[src/rtl/lsu_writeback.sv]
// lsu_writeback: multi-cycle load/store unit, writer side of the register file.
//
// Accepts one memory op at a time from execute (op_valid/op_ready), drives a
// request/grant/response data-memory bus, aligns and sign/zero-extends load data,
// and issues a single-cycle register-file write (wb_we/wb_rd_addr/wb_wdata).
//
// Ports:
//   clk, rst_n            clock (rising edge), asynchronous active-low reset
//   op_*                  memory op from execute; op_ready high only in IDLE
//   mem_req/we/addr/be/wdata, mem_gnt, mem_rvalid, mem_rdata
//                         data-memory bus (word-aligned address, lane byte enables)
//   wb_we, wb_rd_addr, wb_wdata   register-file write port
//   done                  one-cycle pulse when an op retires
//   bus_err               one-cycle pulse when an op is aborted by the timeout
//   misalign_err          (LSU_MISALIGN_TRAP_EN only) pulse after a misaligned op
//
// Parameters:
//   TIMEOUT  cycles allowed in REQ plus RSP before abort; 0 disables the timeout
//   CNT_W    timeout counter width; must hold TIMEOUT
//
// Build option: define LSU_MISALIGN_TRAP_EN to trap misaligned H/W accesses
// instead of silently dropping the low address bits.
module lsu_writeback #(
  parameter int unsigned TIMEOUT = 256,
  parameter int unsigned CNT_W   = 9
) (
  input  logic        clk,
  input  logic        rst_n,
  input  logic        op_valid,
  output logic        op_ready,
  input  logic        op_is_store,
  input  logic [2:0]  op_funct3,
  input  logic [31:0] op_addr,
  input  logic [31:0] op_wdata,
  input  logic [4:0]  op_rd,
  output logic        mem_req,
  output logic        mem_we,
  output logic [31:0] mem_addr,
  output logic [3:0]  mem_be,
  output logic [31:0] mem_wdata,
  input  logic        mem_gnt,
  input  logic        mem_rvalid,
  input  logic [31:0] mem_rdata,
  output logic        wb_we,
  output logic [4:0]  wb_rd_addr,
  output logic [31:0] wb_wdata,
  output logic        done,
`ifdef LSU_MISALIGN_TRAP_EN
  output logic        misalign_err,
`endif
  output logic        bus_err
);

  typedef enum logic [1:0] {StIdle, StReq, StRsp, StWb} state_e;

  state_e state_q, state_d;

  logic [31:0]      addr_q;
  logic [2:0]       funct3_q;
  logic             is_store_q;
  logic [31:0]      wdata_q;
  logic [4:0]       rd_q;
  logic [CNT_W-1:0] cnt_q;
  logic             done_q, bus_err_q, wb_we_q;
  logic [4:0]       wb_rd_addr_q;
  logic [31:0]      wb_wdata_q;

  logic        start;
  logic        expire;
  logic        size_b, size_h;
  logic [1:0]  off;
  logic [3:0]  st_be;
  logic [31:0] st_data;
  logic [7:0]  ld_byte;
  logic [15:0] ld_half;
  logic [31:0] ld_data;

`ifdef LSU_MISALIGN_TRAP_EN
  logic op_misaligned;
  logic misalign_q;

  always_comb begin
    unique case (op_funct3[1:0])
      2'b00:   op_misaligned = 1'b0;
      2'b01:   op_misaligned = op_addr[0];
      default: op_misaligned = (op_addr[1:0] != 2'b00);
    endcase
  end

  assign start = op_valid & ~op_misaligned;

  always_ff @(posedge clk or negedge rst_n) begin
    if (!rst_n) begin
      misalign_q <= 1'b0;
    end else begin
      misalign_q <= (state_q == StIdle) & op_valid & op_misaligned;
    end
  end

  assign misalign_err = misalign_q;
`else
  assign start = op_valid;
`endif

  // Counter value on the last allowed cycle; a grant/response that same cycle wins.
  assign expire = (TIMEOUT != 0) && (cnt_q == CNT_W'(TIMEOUT - 1));

  // funct3[1:0]: 00 byte, 01 half, anything else (incl. unsupported codes) word.
  assign size_b = (funct3_q[1:0] == 2'b00);
  assign size_h = (funct3_q[1:0] == 2'b01);
  assign off    = addr_q[1:0];

  always_comb begin
    st_be   = 4'hF;
    st_data = wdata_q;
    if (size_b) begin
      st_be   = 4'b0001 << off;
      st_data = {4{wdata_q[7:0]}};
    end else if (size_h) begin
      st_be   = 4'b0011 << {off[1], 1'b0};
      st_data = {2{wdata_q[15:0]}};
    end
  end

  always_comb begin
    ld_byte = 8'(mem_rdata >> {off, 3'b000});
    ld_half = off[1] ? mem_rdata[31:16] : mem_rdata[15:0];
    // funct3[2] selects zero extension (BU/HU).
    if (size_b) begin
      ld_data = {{24{~funct3_q[2] & ld_byte[7]}}, ld_byte};
    end else if (size_h) begin
      ld_data = {{16{~funct3_q[2] & ld_half[15]}}, ld_half};
    end else begin
      ld_data = mem_rdata;
    end
  end

  // State register
  always_ff @(posedge clk or negedge rst_n) begin
    if (!rst_n) begin
      state_q <= StIdle;
    end else begin
      state_q <= state_d;
    end
  end

  // Next-state logic
  always_comb begin
    state_d = state_q;
    unique case (state_q)
      StIdle: if (start) state_d = StReq;
      StReq: begin
        if (mem_gnt)     state_d = is_store_q ? StIdle : StRsp;
        else if (expire) state_d = StIdle;
      end
      StRsp: begin
        if (mem_rvalid)  state_d = StWb;
        else if (expire) state_d = StIdle;
      end
      StWb:    state_d = StIdle;
      default: state_d = StIdle;
    endcase
  end

  // Bus-side outputs
  always_comb begin
    op_ready  = 1'b0;
    mem_req   = 1'b0;
    mem_we    = 1'b0;
    mem_addr  = '0;
    mem_be    = '0;
    mem_wdata = '0;
    unique case (state_q)
      StIdle: op_ready = 1'b1;
      StReq: begin
        mem_req   = 1'b1;
        mem_we    = is_store_q;
        mem_addr  = {addr_q[31:2], 2'b00};
        mem_be    = st_be;
        mem_wdata = is_store_q ? st_data : '0;
      end
      default: ;
    endcase
  end

  // Op latch, timeout counter and registered writeback/status pulses
  always_ff @(posedge clk or negedge rst_n) begin
    if (!rst_n) begin
      addr_q       <= '0;
      funct3_q     <= '0;
      is_store_q   <= 1'b0;
      wdata_q      <= '0;
      rd_q         <= '0;
      cnt_q        <= '0;
      done_q       <= 1'b0;
      bus_err_q    <= 1'b0;
      wb_we_q      <= 1'b0;
      wb_rd_addr_q <= '0;
      wb_wdata_q   <= '0;
    end else begin
      if (state_q == StIdle && start) begin
        addr_q     <= op_addr;
        funct3_q   <= op_funct3;
        is_store_q <= op_is_store;
        wdata_q    <= op_wdata;
        rd_q       <= op_rd;
        cnt_q      <= '0;
      end else if (state_q == StReq || state_q == StRsp) begin
        cnt_q <= cnt_q + 1'b1;
      end

      done_q    <= (state_q == StReq && mem_gnt && is_store_q) ||
                   (state_q == StRsp && mem_rvalid);
      bus_err_q <= (state_q == StReq && !mem_gnt && expire) ||
                   (state_q == StRsp && !mem_rvalid && expire);
      wb_we_q   <= (state_q == StRsp) && mem_rvalid && (rd_q != 5'd0);

      if (state_q == StRsp && mem_rvalid) begin
        wb_rd_addr_q <= rd_q;
        // x0 writes are suppressed, so the data bus keeps its previous value.
        if (rd_q != 5'd0) wb_wdata_q <= ld_data;
      end
    end
  end

  assign done       = done_q;
  assign bus_err    = bus_err_q;
  assign wb_we      = wb_we_q;
  assign wb_rd_addr = wb_rd_addr_q;
  assign wb_wdata   = wb_wdata_q;

endmodule

[config.mk]
export PLATFORM = sky130hd
export DESIGN_NAME = lsu_writeback
export DESIGN_NICKNAME = d
export VERILOG_FILES = /design/src/rtl/lsu_writeback.sv
export SDC_FILE = /design/constraint.sdc
export NUM_CORES = 1
export LEC_CHECK = 0
export ABC_CLOCK_PERIOD_IN_PS = 2600
export CORE_ASPECT_RATIO = 1.25
export CORE_UTILIZATION = 45
export DETAILED_ROUTE_END_ITERATION = 8
export PLACE_DENSITY = 0.8
export SLEW_MARGIN = 30
export SYNTH_ARGS = -nofsm -noshare
export SYNTH_HDL_FRONTEND = slang
export SYNTH_SLANG_ARGS = --single-unit
export TNS_END_PERCENT = 100
[constraint.sdc]
create_clock -name clk -period 2.6 [get_ports clk]
set_clock_uncertainty 0.05 [all_clocks]
set_input_delay 0.78 -clock clk [delete_from_list [all_inputs] [get_ports clk]]
set_output_delay 0.78 -clock clk [all_outputs]
set_load 0.1 [all_outputs]
# Yosys cells after proc, flatten, opt, wreduce, memory -nomap -nowiden
# Index checks and enable logic that the tools add are counted.
[totals]
regBits = 124
in_bits = 110
out_inout_bits = 111
[op_classes]
addsub = 1
n_eq_ne = 6
shift = 3
mux = 22
n_bitwise = 3
reduce_logical = 19
[ops]
columns = ["operator", "n"]
rows = [
  ["32-bit two-way mux", 7],
  ["32-bit by 5-bit right shift with 8-bit output", 1],
  ["9-bit two-way mux", 2],
  ["16-bit two-way mux", 1],
  ["4-bit two-way mux", 3],
  ["2-bit two-way mux", 5],
  ["9-bit by 1-bit adder with 9-bit output, second input constant", 1],
  ["9-bit by 8-bit equality test with 1-bit output, second input constant", 1],
  ["1-bit logical AND", 9],
  ["2-bit case mux with 4 select lines", 1],
  ["5-bit nonzero test", 1],
  ["2-bit by 1-bit equality test with 1-bit output, second input constant", 2],
  ["2-bit equality test, second input constant", 2],
  ["2-bit logical NOT", 2],
  ["1-bit by 2-bit left shift with 4-bit output, first input constant", 1],
  ["2-bit by 2-bit left shift with 4-bit output, first input constant", 1],
  ["1-bit logical OR", 3],
  ["1-bit two-way mux", 3],
  ["1-bit bitwise AND", 2],
  ["1-bit logical NOT", 2],
  ["2-bit inequality test, second input constant", 1],
  ["2-bit AND reduction", 1],
  ["2-bit nonzero test", 1],
  ["1-bit NOT", 1],
]

# Depth between registers and ports, before layout
[depth]
depth_word = 5
ltp_mapped = 9

# Worst setup path after synthesis
# OpenSTA, ideal clock, no wires.
[synth_path]
path_kind = "reg-to-output"
startpoint = "register state_q[1]"
endpoint = "output mem_wdata[12]"
t_arrival_ns = 3.397
t_required_ns = 1.770
setup_slack_ns = -1.627
path_stages_with_launch = 7
cell_sequence = "dfrtp_1 inv_1 ha_1 clkbuf_1 nand2_1 clkbuf_1 a21oi_1"
[synth_between]
elab_chain_len = 2
[synth_rtl]
columns = ["item", "line_no", "text"]
rows = [
  ["start: declaration", "56", "state_e state_q, state_d;"],
  ["start signal: assignment", "141", "state_q <= StIdle;"],
  ["start signal: assignment", "143", "state_q <= state_d;"],
  ["2-bit by 1-bit equality test with 1-bit output", "173", "unique case (state_q)"],
  ["32-bit two-way mux", "173", ""],
  ["end: declaration", "40", "output logic [31:0] mem_wdata,"],
]
# Every way passes these cells.

# Worst setup path after layout
[layout_path]
startpoint = "register state_q[1]"
endpoint = "output mem_wdata[4]"
# Same word-level chain as after synthesis.

==> metrics.md <==
| Metric | Value |
|---|---|
| Post-Place Setup Slack | approximately 0.17 ns |
| Final-stage net count | 909 |
| Drt initial violations | approximately 340 |
| Mapped Area | ~6000 µm² |
| Setup crit start kind | flop |
| Proportion of synthesized area in mux cells | between 10% and 20% |
| HPWL Detailed | 13.9 mm |
| Die area | 14200 µm² |
| DR DRC count | 0 |
| Worst R2R Path Depth | 5 |
| CP peak stage delay | roughly 0.4 ns |
| Total core area | 13300 µm² |
| Io pins | around 220 |
| Initial antenna violation count | 1 |
| Synth Register Bits | approximately 120 |
| Delay-heaviest family, CP | buffers and inverters |
| DRT Pass-1 Iters | 5 |
| GRT overflow | 0 |
| Final Hold Vio Count | 0 |
| Status | complete, no violations |
| Post-Synth Simple-Gate Area | ~15% |
| Tmin final | between 2 and 3 ns |
| Critical Path Most Common Cell | buf_12 |
| CP Buf/Inv Count | 3 |
| Chip Height | 133 µm |
| CP Cell Sequence | inv_2, ha_4, buf_12, and3_2, buf_12 |
| Num rows | 47 |
| Avg Inst Size Synth | 10.9 µm² |
| Worst slew pin tran | ~0.71 ns |
| Remaining antenna violation count | 0 |
| Post-synth ARST share | 100% |
| Syn Inst Count | approximately 570 |
| Dominant cell by count in the synthesized netlist | dfrtp_1 |
| Number of global-route vias before repair | 5762 |
| Tcrit/Tclk final | between 90% and 100% |
| Root Buffer | clkbuf_16 |
| Crit path kind | reg -> out |
| Fin Hold WS | 0.329 ns |
| Synth Flop Type | dfrtp_1 |
| HP Class | in -> async |
| Unique masters post-synth | 43 |
| Setup TNS Final | 0 ns |
| PortBufs | 218 |
| Vias/cell | 5.62 |
| Gr usage total | between 20% and 30% |
| Via count | between 5000 and 6000 |
| Main combinational cell family by area after synthesis | multiplexers |
| Final setup slack of the worst path | 0.0487 ns |
| P&R area growth vs syn | 66.1% |
| Final GP Congestion | roughly 0.95 |
| Wire per inst | between 15 and 20 µm |
| TritonCTS clock tree | yes |
| Initial core utilization | about 46% |
| Post-synth top area cell | dfrtp_1 |
| Number of flops mapped to enable cells by yosys | 0 |
| CP Depth | 5 |
| Synth warnings | 0 |
| Max Slew Vio Count | 0 |
| Synth Area in Adders | 1.01% |
| Drt total wl | ~19 mm |
| F_max | between 0.3 and 0.4 GHz |
| Clock Path Buffers | 2 |
| RSZ-0062 raised after global routing | true |
| Total clock sinks | between 100 and 150 |
| Synth area leaders | dfrtp_1 (50%), mux2_2 (14%), nand2_1 (3.6%), and2_1 (3.2%), nand3_1 (3.1%) |
| Layout cells sized above 1 | roughly 43% |
| Worst-Skew Late Latency | 0.41 ns |
| Crit path capture type | output port |
| TritonCTS Buffers | 17 |
| Final setup fails | 0 |
| First-pass GRT wire length | just over 30 mm |
| Post-Synth XOR/XNOR Area | less than 1% |
| Largest net degree at the start of global routing | between 40 and 50 |
| Fin util | 76.9% |
| Worst Path Required | 1.77 ns |
| Clk pin slew, worst setup/hold paths | 0.06 ns |
| Max Cap Violations | 0 |
| Area share of the leading cell type in the synthesized netlist | roughly 50% |
| Compound-gate portion of the synthesized area | 8.32% |
| CP arrival | 1.72 ns |
| Critical-path maximum fanout | 45 |
| Die width | 107 µm |
| Register area share after synthesis | about half |
| Slew headroom | about 52% |
| Slowest CP cell | dfrtp_1 |
| H-tree Lvls | 4 |
| Most instantiated cells after synthesis | dfrtp_1 (124), mux2_2 (78), nand2_1 (59), nor2_1 (47), nand3_1 (38) |
-- cell usage in the layout, fill, tap and decap left out, types with 5 or more instances in the layout --
| master | n |
|---|---|
| a21oi_4 | 8 |
| and2_2 | 30 |
| inv_1 | 6 |
| xor2_1 | 5 |
| clkdlybuf4s50_1 | 108 |
| a21oi_1 | 8 |
| mux4_2 | 8 |
| and3_2 | 7 |
| clkbuf_16 | 20 |
| o21ai_0 | 12 |
| nand2_1 | 58 |
| nor2_1 | 30 |
| mux2_2 | 78 |
| a22o_1 | 8 |
| buf_12 | 77 |
| a31oi_1 | 8 |
| clkinv_2 | 5 |
| nor2_4 | 17 |
| nand3_1 | 38 |
| mux2i_1 | 15 |
| dfrtp_1 | 122 |
| o22a_1 | 7 |
| a22oi_1 | 9 |
| buf_4 | 59 |
| clkinvlp_4 | 6 |
-- routing by layer --
metal | up-vias | global-route usage (%) | wire, µm
li1 | 2443 | - | -
met1 | 2683 | 33.6 | 7230
met2 | 334 | 46.1 | 9640
met3 | 45 | 8.87 | 1950
met4 | 0 | 12.5 | 592
met5 | - | 0 | 0
-- path summary, 6_finish.rpt --
kind	startpoint	endpoint	slack, ns
setup / recovery	state_q[1]	mem_wdata[4]	0.05
hold reg to reg	addr_q[14]	addr_q[14]	0.45
min in group clk	addr_q[14]	addr_q[14]	0.45
max in group asynchronous	rst_n	addr_q[12]	1.52
hold / removal	rst_n	wb_wdata[31]	0.33
setup reg to reg	state_q[0]	wdata_q[23]	0.63
-- area by class of cell --
type | instances | area (µm²)
tap | 171 | 214
multi-input combinational | 393 | 3170
clock inverter | 15 | 126
antenna | 1 | 2.50
clock buffer | 17 | 425
fill | 811 | 3080
inverter | 8 | 32.5
timing repair buffer | 250 | 3190
sequential | 124 | 3110
-- sequential cells by signal (all words and copies together) (netlist names), 2 cells and up --
register and cells:
wb_rd_addr 5, funct3_q 3, state_q 2, wdata_q 32, rd_q 5, addr_q 32, wb_wdata 32, cnt_q 9
-- per-stage QoR --
| step | area, µm² | instances |
|---|---|---|
| global placement | 9520 | 935 |
| floorplan | 6530 | 568 |
| global route | 10300 | 979 |
| detailed placement | 9520 | 935 |
| CTS | 10100 | 969 |
| finish | 10300 | 979 |
-- kinds of logic (layout without fill, tap and decap cells) --
family | count (synthesis) | after routing
adders and majority gates | 5 | 5
and+or+nand+nor | 201 | 201
muxes | 103 | 103
xor gates and xnor gates | 7 | 7
AOI/OAI and AO/OA | 75 | 75
buffers and inverters | 51 | 290
other | 1 | 3
DFF | 124 | 124
-- what timing repair did --
item,4_1_cts,5_1_grt
pin swaps,1,3
endpoints found under the hold margin,0,0
buffers inserted,2,6
hold buffers,0,0
setup endpoints to repair,19,24
gates cloned,0,3
gates resized for setup,6,9
Power is left out: the tool's default activity adds up to more than one toggle a clock period on the data nets, which glitch-free logic cannot reach.
